`src/rtl/uart_rx_frame_ctrl_pkg.sv`:
```
// uart_rx_frame_ctrl_pkg: shared frame-controller state encodings, defaults and length check.
package uart_rx_frame_ctrl_pkg;
   typedef enum logic [2:0] {ST_HUNT, ST_LEN, ST_PAYLOAD, ST_CHK, ST_HOLD} state_e;
   localparam logic [7:0] DEF_SYNC_BYTE = 8'h7A;
   localparam int DEF_MAX_LEN = 16;
   localparam int DEF_TIMEOUT_CLKS = 2000;
   function automatic logic len_ok(input logic [7:0] len, input int max_len);
      return len != 8'd0 && int'(len) <= max_len;
   endfunction
endpackage

```
`src/rtl/uart_rx_frame_ctrl_if.sv`:
```
// uart_rx_frame_ctrl_if: receiver byte stream in, validated frame and error strobes out.
interface uart_rx_frame_ctrl_if #(parameter int MAX_LEN = 16);
   localparam int LEN_W = $clog2(MAX_LEN + 1);
   localparam int ADDR_W = MAX_LEN > 1 ? $clog2(MAX_LEN) : 1;
   logic              i_rx_valid;
   logic [7:0]        i_rx_byte;
   logic              o_frame_valid;
   logic [LEN_W-1:0]  o_frame_len;
   logic              i_frame_ack;
   logic [ADDR_W-1:0] i_rd_addr;
   logic [7:0]        o_rd_data;
   logic              o_err_chksum;
   logic              o_err_len;
   logic              o_err_timeout;
   logic              o_overrun;
   modport slave (
      input  i_rx_valid, i_rx_byte, i_frame_ack, i_rd_addr,
      output o_frame_valid, o_frame_len, o_rd_data, o_err_chksum, o_err_len, o_err_timeout, o_overrun
   );
   modport master (
      output i_rx_valid, i_rx_byte, i_frame_ack, i_rd_addr,
      input  o_frame_valid, o_frame_len, o_rd_data, o_err_chksum, o_err_len, o_err_timeout, o_overrun
   );
endinterface

```
`src/rtl/uart_frame_buf.sv`:
```
// uart_frame_buf: MAX_LEN x 8 payload store with one write port and a registered read port
// that returns zero at or beyond the held frame length.
module uart_frame_buf #(
   parameter int MAX_LEN = 16,
   parameter int LEN_W = $clog2(MAX_LEN + 1),
   parameter int ADDR_W = MAX_LEN > 1 ? $clog2(MAX_LEN) : 1
) (
   input  logic              i_clk,
   input  logic              i_rst_n,
   input  logic              i_we,
   input  logic [ADDR_W-1:0] i_waddr,
   input  logic [7:0]        i_wdata,
   input  logic [ADDR_W-1:0] i_rd_addr,
   input  logic [LEN_W-1:0]  i_rd_len,
   output logic [7:0]        o_rd_data
);
   logic [7:0] mem_q [MAX_LEN];
   logic [7:0] rd_data_d, rd_data_q;
   always_ff @(posedge i_clk) if (i_we) mem_q[i_waddr] <= i_wdata;
   // i_rd_len is zero whenever no frame is held, so this also hides stale contents
   always_comb rd_data_d = (LEN_W'(i_rd_addr) < i_rd_len) ? mem_q[i_rd_addr] : 8'h00;
   always_ff @(posedge i_clk or negedge i_rst_n)
      if (!i_rst_n) rd_data_q <= 8'h00;
      else rd_data_q <= rd_data_d;
   assign o_rd_data = rd_data_q;
endmodule

```
`src/rtl/uart_rx_frame_ctrl.sv`:
```
// uart_rx_frame_ctrl: hunts for SYNC, collects LEN/payload/CHK, holds validated frames
// for a valid/ack consumer and raises one-cycle error strobes.
module uart_rx_frame_ctrl
   import uart_rx_frame_ctrl_pkg::*;
#(
   parameter logic [7:0] SYNC_BYTE = DEF_SYNC_BYTE,
   parameter int MAX_LEN = DEF_MAX_LEN,
   parameter int TIMEOUT_CLKS = DEF_TIMEOUT_CLKS
) (
   input logic i_clk,
   input logic i_rst_n,
   uart_rx_frame_ctrl_if.slave bus
);
   localparam int LEN_W = $clog2(MAX_LEN + 1);
   localparam int ADDR_W = MAX_LEN > 1 ? $clog2(MAX_LEN) : 1;
   localparam int TMO_W = $clog2(TIMEOUT_CLKS + 1);
   state_e state_d, state_q;
   logic [7:0] acc_d, acc_q, sum;
   logic [LEN_W-1:0] len_d, len_q, idx_d, idx_q, flen_d, flen_q;
   logic [TMO_W-1:0] tmo_d, tmo_q;
   logic valid_d, valid_q, err_len_d, err_len_q, err_chk_d, err_chk_q;
   logic err_tmo_d, err_tmo_q, ovr_d, ovr_q, in_frame, tmo_hit, we;
   always_comb begin
      in_frame = state_q inside {ST_LEN, ST_PAYLOAD, ST_CHK};
      sum = acc_q + bus.i_rx_byte;
      // a byte landing on the expiry cycle wins over the timeout
      tmo_hit = in_frame && !bus.i_rx_valid && tmo_q == TMO_W'(TIMEOUT_CLKS);
      state_d = state_q;
      acc_d = acc_q;
      len_d = len_q;
      idx_d = idx_q;
      valid_d = valid_q;
      flen_d = flen_q;
      tmo_d = (in_frame && !bus.i_rx_valid) ? tmo_q + TMO_W'(1) : '0;
      err_len_d = 1'b0;
      err_chk_d = 1'b0;
      err_tmo_d = tmo_hit;
      ovr_d = state_q == ST_HOLD && bus.i_rx_valid;
      we = 1'b0;
      if (tmo_hit) begin
         state_d = ST_HUNT;
         tmo_d = '0;
      end else if (bus.i_rx_valid) begin
         case (state_q)
            ST_HUNT: begin
               acc_d = bus.i_rx_byte == SYNC_BYTE ? 8'h00 : acc_q;
               state_d = bus.i_rx_byte == SYNC_BYTE ? ST_LEN : ST_HUNT;
            end
            ST_LEN: begin
               err_len_d = !len_ok(bus.i_rx_byte, MAX_LEN);
               state_d = err_len_d ? ST_HUNT : ST_PAYLOAD;
               len_d = bus.i_rx_byte[LEN_W-1:0];
               acc_d = bus.i_rx_byte;
               idx_d = '0;
            end
            ST_PAYLOAD: begin
               we = 1'b1;
               acc_d = sum;
               idx_d = idx_q + LEN_W'(1);
               state_d = idx_d == len_q ? ST_CHK : ST_PAYLOAD;
            end
            ST_CHK: begin
               valid_d = sum == 8'h00;
               flen_d = sum == 8'h00 ? len_q : '0;
               err_chk_d = sum != 8'h00;
               state_d = sum == 8'h00 ? ST_HOLD : ST_HUNT;
            end
            default: ;
         endcase
      end
      if (state_q == ST_HOLD && bus.i_frame_ack) begin
         valid_d = 1'b0;
         flen_d = '0;
         state_d = ST_HUNT;
      end
   end
   always_ff @(posedge i_clk or negedge i_rst_n)
      if (!i_rst_n) begin
         state_q <= ST_HUNT;
         acc_q <= '0;
         len_q <= '0;
         idx_q <= '0;
         flen_q <= '0;
         tmo_q <= '0;
         valid_q <= 1'b0;
         err_len_q <= 1'b0;
         err_chk_q <= 1'b0;
         err_tmo_q <= 1'b0;
         ovr_q <= 1'b0;
      end else begin
         state_q <= state_d;
         acc_q <= acc_d;
         len_q <= len_d;
         idx_q <= idx_d;
         flen_q <= flen_d;
         tmo_q <= tmo_d;
         valid_q <= valid_d;
         err_len_q <= err_len_d;
         err_chk_q <= err_chk_d;
         err_tmo_q <= err_tmo_d;
         ovr_q <= ovr_d;
      end
   uart_frame_buf #(.MAX_LEN(MAX_LEN), .LEN_W(LEN_W), .ADDR_W(ADDR_W)) u_buf (
      .i_clk(i_clk),
      .i_rst_n(i_rst_n),
      .i_we(we),
      .i_waddr(idx_q[ADDR_W-1:0]),
      .i_wdata(bus.i_rx_byte),
      .i_rd_addr(bus.i_rd_addr),
      .i_rd_len(flen_q),
      .o_rd_data(bus.o_rd_data)
   );
   assign bus.o_frame_valid = valid_q;
   assign bus.o_frame_len = flen_q;
   assign bus.o_err_chksum = err_chk_q;
   assign bus.o_err_len = err_len_q;
   assign bus.o_err_timeout = err_tmo_q;
   assign bus.o_overrun = ovr_q;
endmodule

```
`src/flat_wrapper.sv`:
```
// flat-port wrapper written by rule: the top's interface ports become plain ports
module uart_rx_frame_ctrl_flat import uart_rx_frame_ctrl_pkg::*;
#(
   parameter logic [7:0] SYNC_BYTE = DEF_SYNC_BYTE,
   parameter int MAX_LEN = DEF_MAX_LEN,
   parameter int TIMEOUT_CLKS = DEF_TIMEOUT_CLKS
)
  (i_clk, i_rst_n, bus_i_rx_valid, bus_i_rx_byte, bus_i_frame_ack, bus_i_rd_addr, bus_o_frame_valid, bus_o_frame_len, bus_o_rd_data, bus_o_err_chksum, bus_o_err_len, bus_o_err_timeout, bus_o_overrun);
  uart_rx_frame_ctrl_if #(.MAX_LEN(MAX_LEN)) bus_i ();
  input logic i_clk;
  input logic i_rst_n;
  input wire logic [$bits(bus_i.i_rx_valid)-1:0] bus_i_rx_valid;
  input wire logic [$bits(bus_i.i_rx_byte)-1:0] bus_i_rx_byte;
  input wire logic [$bits(bus_i.i_frame_ack)-1:0] bus_i_frame_ack;
  input wire logic [$bits(bus_i.i_rd_addr)-1:0] bus_i_rd_addr;
  output wire logic [$bits(bus_i.o_frame_valid)-1:0] bus_o_frame_valid;
  output wire logic [$bits(bus_i.o_frame_len)-1:0] bus_o_frame_len;
  output wire logic [$bits(bus_i.o_rd_data)-1:0] bus_o_rd_data;
  output wire logic [$bits(bus_i.o_err_chksum)-1:0] bus_o_err_chksum;
  output wire logic [$bits(bus_i.o_err_len)-1:0] bus_o_err_len;
  output wire logic [$bits(bus_i.o_err_timeout)-1:0] bus_o_err_timeout;
  output wire logic [$bits(bus_i.o_overrun)-1:0] bus_o_overrun;
  assign bus_i.i_rx_valid = bus_i_rx_valid;
  assign bus_i.i_rx_byte = bus_i_rx_byte;
  assign bus_i.i_frame_ack = bus_i_frame_ack;
  assign bus_i.i_rd_addr = bus_i_rd_addr;
  assign bus_o_frame_valid = bus_i.o_frame_valid;
  assign bus_o_frame_len = bus_i.o_frame_len;
  assign bus_o_rd_data = bus_i.o_rd_data;
  assign bus_o_err_chksum = bus_i.o_err_chksum;
  assign bus_o_err_len = bus_i.o_err_len;
  assign bus_o_err_timeout = bus_i.o_err_timeout;
  assign bus_o_overrun = bus_i.o_overrun;
  uart_rx_frame_ctrl #(.SYNC_BYTE(SYNC_BYTE), .MAX_LEN(MAX_LEN), .TIMEOUT_CLKS(TIMEOUT_CLKS)) u_core (.i_clk(i_clk), .i_rst_n(i_rst_n), .bus(bus_i));
endmodule
```
`config.mk`:
```
export PLATFORM = sky130hd
export DESIGN_NAME = uart_rx_frame_ctrl_flat
export DESIGN_NICKNAME = d
export VERILOG_FILES = /design/src/rtl/uart_rx_frame_ctrl_pkg.sv /design/src/rtl/uart_rx_frame_ctrl_if.sv /design/src/rtl/uart_frame_buf.sv /design/src/rtl/uart_rx_frame_ctrl.sv /design/src/flat_wrapper.sv
export SDC_FILE = /design/constraint.sdc
export NUM_CORES = 1
export LEC_CHECK = 0
export ABC_CLOCK_PERIOD_IN_PS = 2830
export BUFFER_PORTS_ARGS = -buffer_cell sky130_fd_sc_hd__buf_2
export CAP_MARGIN = 20
export CORE_ASPECT_RATIO = 1.1
export CORE_UTILIZATION = 61
export CTS_CLUSTER_DIAMETER = 80
export CTS_CLUSTER_SIZE = 40
export DETAILED_ROUTE_END_ITERATION = 10
export PLACE_DENSITY = 0.9
export SLEW_MARGIN = 20
export SYNTH_ARGS = -nofsm -noshare
export SYNTH_HDL_FRONTEND = slang
export SYNTH_SLANG_ARGS = --single-unit
```
`constraint.sdc`:
```
create_clock -name i_clk -period 2.83 [get_ports i_clk]
set_input_delay 0.283 -clock i_clk [delete_from_list [all_inputs] [get_ports i_clk]]
set_output_delay 0.283 -clock i_clk [all_outputs]
set_load 0.01 [all_outputs]
```
==> flow_summary.ini, run 1 <==
[floorplanning]
dieArea_um2 = 13330
chipHeight_um = 121.0
rows = 43
start_util_pct = 62.34
ios = 34
core_area_um2 = 12590
die_x_um = 110.2

[worst_setup_path]
path_cells = nand2b_1 > nor2_1 > nand2_1 > nor3_1 > and2_1
crit_arrival_ns = 2.56
slowest_delay_ns = 0.55
crit_slowest_cell = and2_1
end_kind = flip-flop
worstSetupStartpointType = flip-flop
criticalPathCategory = reg2reg
crit_required_ns = 2.89
cp_max_fo = 9

[final_layout]
fillers = 757
finalNetCount = 557
design_area_um2 = 8767
area_growth_pct = 11.70
fin_util_pct = 69.64
multi_input_area_um2 = 2601
diodes = 0
drive_above_1_share_pct = 18.99
seq_area_um2 = 5095

[timing]
timing.final.crit_share_pct = 88.38
tns_ns = 0
rsz0062_at_grt = no
hold_viol_final = 0
slew_headroom_pct = 52.26
setup_viol = 0
worstMarginPinSlew_ns = 0.7161
clock.fmax_mhz = 399.8
drv_slew = 0
min_period_ns = 2.501
fin_skew_ns = 0.006861

[yosys]
synth_ff_type = edfxtp_1
syn_area_per_cell_um2 = 16.45
synth_area_leaders = edfxtp_1, dfrtp_1, mux4_1
synth_edf_count = 128
synthArstFlopShare_pct = 28.09
yosysUniqueCellTypes = 53
synth.top_cell.area_share_pct = 48.97
seq_area_frac_synth_pct = 64.91
syn-cell-area_um2 = 7849
synth_largest_area_cell = edfxtp_1
syn-num-nets = 510
ys_ff_latch = 178
syn_inst = 477
yosysWarnings = 0

[route]
vias_per_cell = 6.519
routedWlPerCell_um = 24.94
highest_layer = met4
drt_iter0_markers = 333
drc_errors = 0
detail-route-antenna-nets = 0
via_count = 4524
wl_met1_mm = 6.742
met2WireLength_mm = 9.015
dr.pass1.iters = 5
totalWireLength_mm = 17.31
dr_wl_met3_um = 997

[pwr]
p_leak_nw = 3.310
vdd_drop_max_uv = 429.6
p_total_mw = 6.283
seqPwrFrac_pct = 48.5
clkPwrFrac_pct = 34.5
p_sw_mw = 1.719
switching_share_pct = 27.35
power_density_nw_per_um2 = 716.7
p_comb_share_pct = 17.0
p_int_mw = 4.565

[clock_tree]
ctsLongestPathBuffers = 2
path_clk_slew_ns = 0.06
hold_buffers = 1
cts.sinks = 178
numCtsBuffers = 17
cts_resized = 0
cts_root_buf = clkbuf_16
clk_latency_ns = 0.43
cts_tree = yes
cts_setup_buffers = 0
cts.htree.levels = 4

[global_routing]
grt_max_degree = 34
globalRouteOverflowTotal = 0
antenna_found_initial = 0
grt_pass1_wl_mm = 26.60
grtUsageTotal_pct = 28.51
grt_pass1_vias = 4669

[placed_design]
placed_area_um2 = 8209
io_buffers = 33
place_congestion = 0.8963
dp.final_hpwl_mm = 11.33

[run_status]
status = complete, no violations

[hold_path]
hold_path_class = in2reg

[job]
maxCapViolCount = 0
[area by class of cell]
class,count,share of cell area (%)
well taps,157,2.241
clock buffers,20,5.323
inverters,13,0.5566
flip-flops and latches,178,58.11
repair buffers,46,3.168
clock inverters,12,0.9276
multi-input cells,268,29.67
[power groups by stage]
stage	clock network (mW)	logic, mW	registers [mW]
final	2.17	1.07	3.05
after global routing	2.29	1.16	3.06
after CTS	2.18	1.05	3.04
after detailed placement	0	1.04	3.09
after global placement	0	0.981	3.08
after floorplan	0	0.750	3.07
[routing by layer]
metal	vias to the layer above	global-route usage [%]
li1	1961	-
met5	-	0
met4	0	12.75
met1	2308	35.90
met3	50	6.445
met2	205	47.15
[state kept, by name, summed over array words and instances (netlist names)]
signal and flops:
u_core.state_q 3, u_core.bus.o_frame_valid 1, u_core.bus.o_err_timeout 1, u_core.u_buf.mem_q 128
u_core.bus.o_err_chksum 1, u_core.tmo_q 11, u_core.bus.o_err_len 1, u_core.bus.o_frame_len 5
u_core.u_buf.o_rd_data 8, u_core.bus.o_overrun 1, u_core.len_q 5, u_core.idx_q 5
u_core.acc_q 8
[final timing paths]
path / startpoint / endpoint / slack (ns) / cells after the start
worst max-delay path: u_core.state_q[2] / u_core.u_buf.mem_q[0][2] / 0.33 / 5
worst min-delay path: bus_i_rx_valid / u_core.bus.o_err_timeout / 0.14 / 2
worst max register to register: u_core.state_q[2] / u_core.u_buf.mem_q[0][2] / 0.33 / 5
worst min register to register: u_core.acc_q[2] / u_core.acc_q[2] / 0.51 / 1
max in group asynchronous: i_rst_n / u_core.bus.o_frame_valid / 1.59 / 3
min in group asynchronous: i_rst_n / u_core.u_buf.o_rd_data[1] / 0.44 / 2
[stage by stage]
step / worst slack (ns) / instances / hold slack, ns
floorplan: 0.7086 / 477 / -0.01259
global placement: 0.4873 / 661 / 0.3505
detailed placement: 0.3562 / 661 / 0.3587
CTS: 0.3105 / 694 / 0.1343
global route: 0.1641 / 694 / 0.1578
finish: 0.3288 / 694 / 0.1428
[logic make-up after synthesis]
| group | after synthesis | synth area share (%) |
|---|---|---|
| adders and majority gates | 17 | 2.806 |
| xor gates and xnor gates | 22 | 2.455 |
| DFF | 178 | 64.91 |
| muxes | 54 | 15.00 |
| buffers and inverters | 31 | 1.945 |
| and+or+nand+nor | 118 | 7.811 |
| AOI/OAI and AO/OA | 57 | 5.069 |
[cells in the mapped netlist, types with 11 or more instances]
cell	count
nand3_1	14
ha_1	16
xor2_1	11
inv_1	13
dfrtp_1	50
mux2_2	13
nor2_1	24
and2_1	12
o21ai_0	19
xnor2_1	11
mux4_1	32
nand2_1	26
edfxtp_1	128
[worst max-delay path, delay by kind of cell, from the launching register on]
| kind | cells | cell delay, ns |
|---|---|---|
| flip-flops | 1 | 0.46 |
| AND/OR/NAND/NOR | 5 | 1.69 |
[layout by cell type (no fill, tap or decap), types with 8 or more instances in the layout]
cell type,count
buf_4,11
dfrtp_1,50
nor2_1,24
a21boi_1,8
clkbuf_16,17
xnor2_1,11
mux4_2,8
buf_2,33
and2_1,12
xor2_1,11
o21ai_0,19
and3_1,9
edfxtp_1,128
ha_1,16
inv_1,13
nand3_1,14
mux4_1,32
mux2_2,13
nand2_1,26
Power figures use the tool's default switching activity.
==> inputs of run 2 (changes only) <==
- CORE_UTILIZATION: 61 -> 40
- PLACE_DENSITY: 0.9 -> 0.67
==> run 2 against run 1 <==
Net effect: power grew 3.2%; wire length shrank 2.7%; worst setup slack gained 0.14 ns; count of clock-buffer cells in the layout shrank 2; sequential power is essentially flat; final cell count grew 14%; critical path depth grew 3; worst hold slack gained 0.035 ns; largest cell class unchanged; highest routed layer unchanged.
==> flow_summary.ini, run 2 (same netlist as run 1, synthesis figures left out) <==
[run_status]
status = complete, no violations

[timing]
fin_ws_ns = 0.4661
hold_viol_final = 0
setup_viol = 0
slew_headroom_pct = 49.15
fin_skew_ns = 0.01731
rsz0062_at_grt = no
timing.final.crit_share_pct = 83.53
tns_ns = 0
clock.fmax_mhz = 423.0
drv_slew = 0
worstMarginPinSlew_ns = 0.7628
min_period_ns = 2.364

[worst_setup_path]
crit_arrival_ns = 2.69
r2r_slack_ns = 0.47
reg2reg_depth = 8
criticalPathCategory = reg2reg
worstReg2RegStart = u_core.acc_q[0]
cp_max_fo = 8
crit_required_ns = 3.15
startpoint = u_core.acc_q[0]
r2r-end = u_core.acc_q[6]
end_kind = flip-flop
worstSetupStartpointType = flip-flop

[final_layout]
fin_cells = 792
diodes = 0
fillers = 1597
drive_above_1_share_pct = 20.37
fin_util_pct = 46.93
top_regs = u_core.u_buf.mem_q: 128 flops, u_core.tmo_q: 11 flops
area_growth_pct = 14.59
final_cell_mix = edfxtp_1, dfrtp_1, buf_2
largest_reg_flops = 128
finalNetCount = 565
top_register = u_core.u_buf.mem_q
layout_commonest_cell = edfxtp_1

[route]
totalWireLength_mm = 16.84
routedWlPerCell_um = 21.26
drt_iter0_markers = 330
detail-route-antenna-nets = 0
vias_per_cell = 5.513
via_count = 4366
drc_errors = 0
dr.pass1.iters = 5

[pwr]
p_leak_nw = 3.378
power_density_nw_per_um2 = 721.1
p_total_mw = 6.485
vdd_drop_max_uv = 426.2

[floorplanning]
ios = 34
dieArea_um2 = 20190
die_x_um = 135.6
rows = 53
core_area_um2 = 19160
start_util_pct = 40.95
chipHeight_um = 148.9

[job]
maxCapViolCount = 0

[clock_tree]
cts.sinks = 178
cts_resized = 0
cts.htree.levels = 4
clk_latency_ns = 0.44
ctsLongestPathBuffers = 2
cts_tree = yes
numCtsBuffers = 17
path_clk_slew_ns = 0.07
cts_root_buf = clkbuf_16

[hold_path]
holdPathStages = 2
hp-start = bus_i_rx_valid
hold_path_class = in2reg
min_to = u_core.bus.o_err_timeout

[placed_design]
io_buffers = 33
place_congestion = 0.8364
dp.final_hpwl_mm = 11.67
dp_cells = 759
place_worst_setup_slack_ns = 0.4472

[global_routing]
globalRouteOverflowTotal = 0
grtUsageTotal_pct = 17.80
grt_pass1_wl_mm = 25.76
grt_max_degree = 31
grt_pass1_vias = 4468
antenna_found_initial = 0
[run 2: changes by cell type in the layout (fill, tap and decap cells not counted)]
cell        delta
buf_4          +8
inv_8          +2
bufinv_16      +2
clkinv_8       +1
clkbuf_8       -3
clkinvlp_4     -1
inv_6          +1
clkbuf_1       +1
clkinv_1       -2
clkinv_4       +1
clkinv_2       -2
[run 2: per-stage QoR]
stage          hold WS [ns]  instance area (µm²)
6_report             0.1775                 8994
2_1_floorplan      -0.01259                 7849
4_1_cts              0.1522                 8994
3_3_place_gp         0.3748                 8382
5_1_grt              0.1758                 8994
3_5_place_dp         0.4019                 8382
[run 2: what timing repair did]
item                                   CTS  global route
buffers inserted                         0             0
endpoints found under the hold margin   28             0
hold buffers                             1             0
[run 2: worst max-delay path, cell delays in order (launching register included)]
cell and delay [ns]:
dfrtp_1 0.36, ha_1 0.17, inv_1 0.06, fa_1 0.43, nor2b_1 0.20, o211ai_1 0.17
a311oi_4 0.45, o21ai_0 0.15, mux2_2 0.27
[run 2: how the worst max path moves through the flow]
| stage | end | slack (ns) |
|---|---|---|
| CTS | u_core.acc_q[6] | 0.48 |
| finish | u_core.acc_q[6] | 0.47 |
| detailed placement | u_core.acc_q[6] | 0.45 |
| global route | u_core.u_buf.mem_q[4][2] | 0.36 |
| floorplan | u_core.acc_q[6] | 0.71 |
| global placement | u_core.state_q[2] | 0.43 |
[run 2: final cells by class]
cell class,count,area (µm²),area share (%)
inverters,13,48.80,0.5426
flip-flops and latches,178,5095,56.65
well taps,247,309.0,3.436
repair buffers,54,337.8,3.756
clock inverters,14,172.7,1.920
multi-input cells,268,2601,28.92
clock buffers,18,429.2,4.772
[run 2: power breakdown]
part,total (mW),switching [mW],internal (mW)
combinational,1.07,0.613,0.454
sequential,3.05,0.125,2.92
clock,2.37,1.04,1.33
total,6.48,1.78,4.71
[run 2: per-layer routing]
metal  up-vias  GRT usage [%]  routed length [µm]
met3        35          3.432                 690
met4         0          7.697                 386
met2       118          31.28                8933
met5         -              0                   0
li1       1979              -                   -
met1      2234          21.12                6827
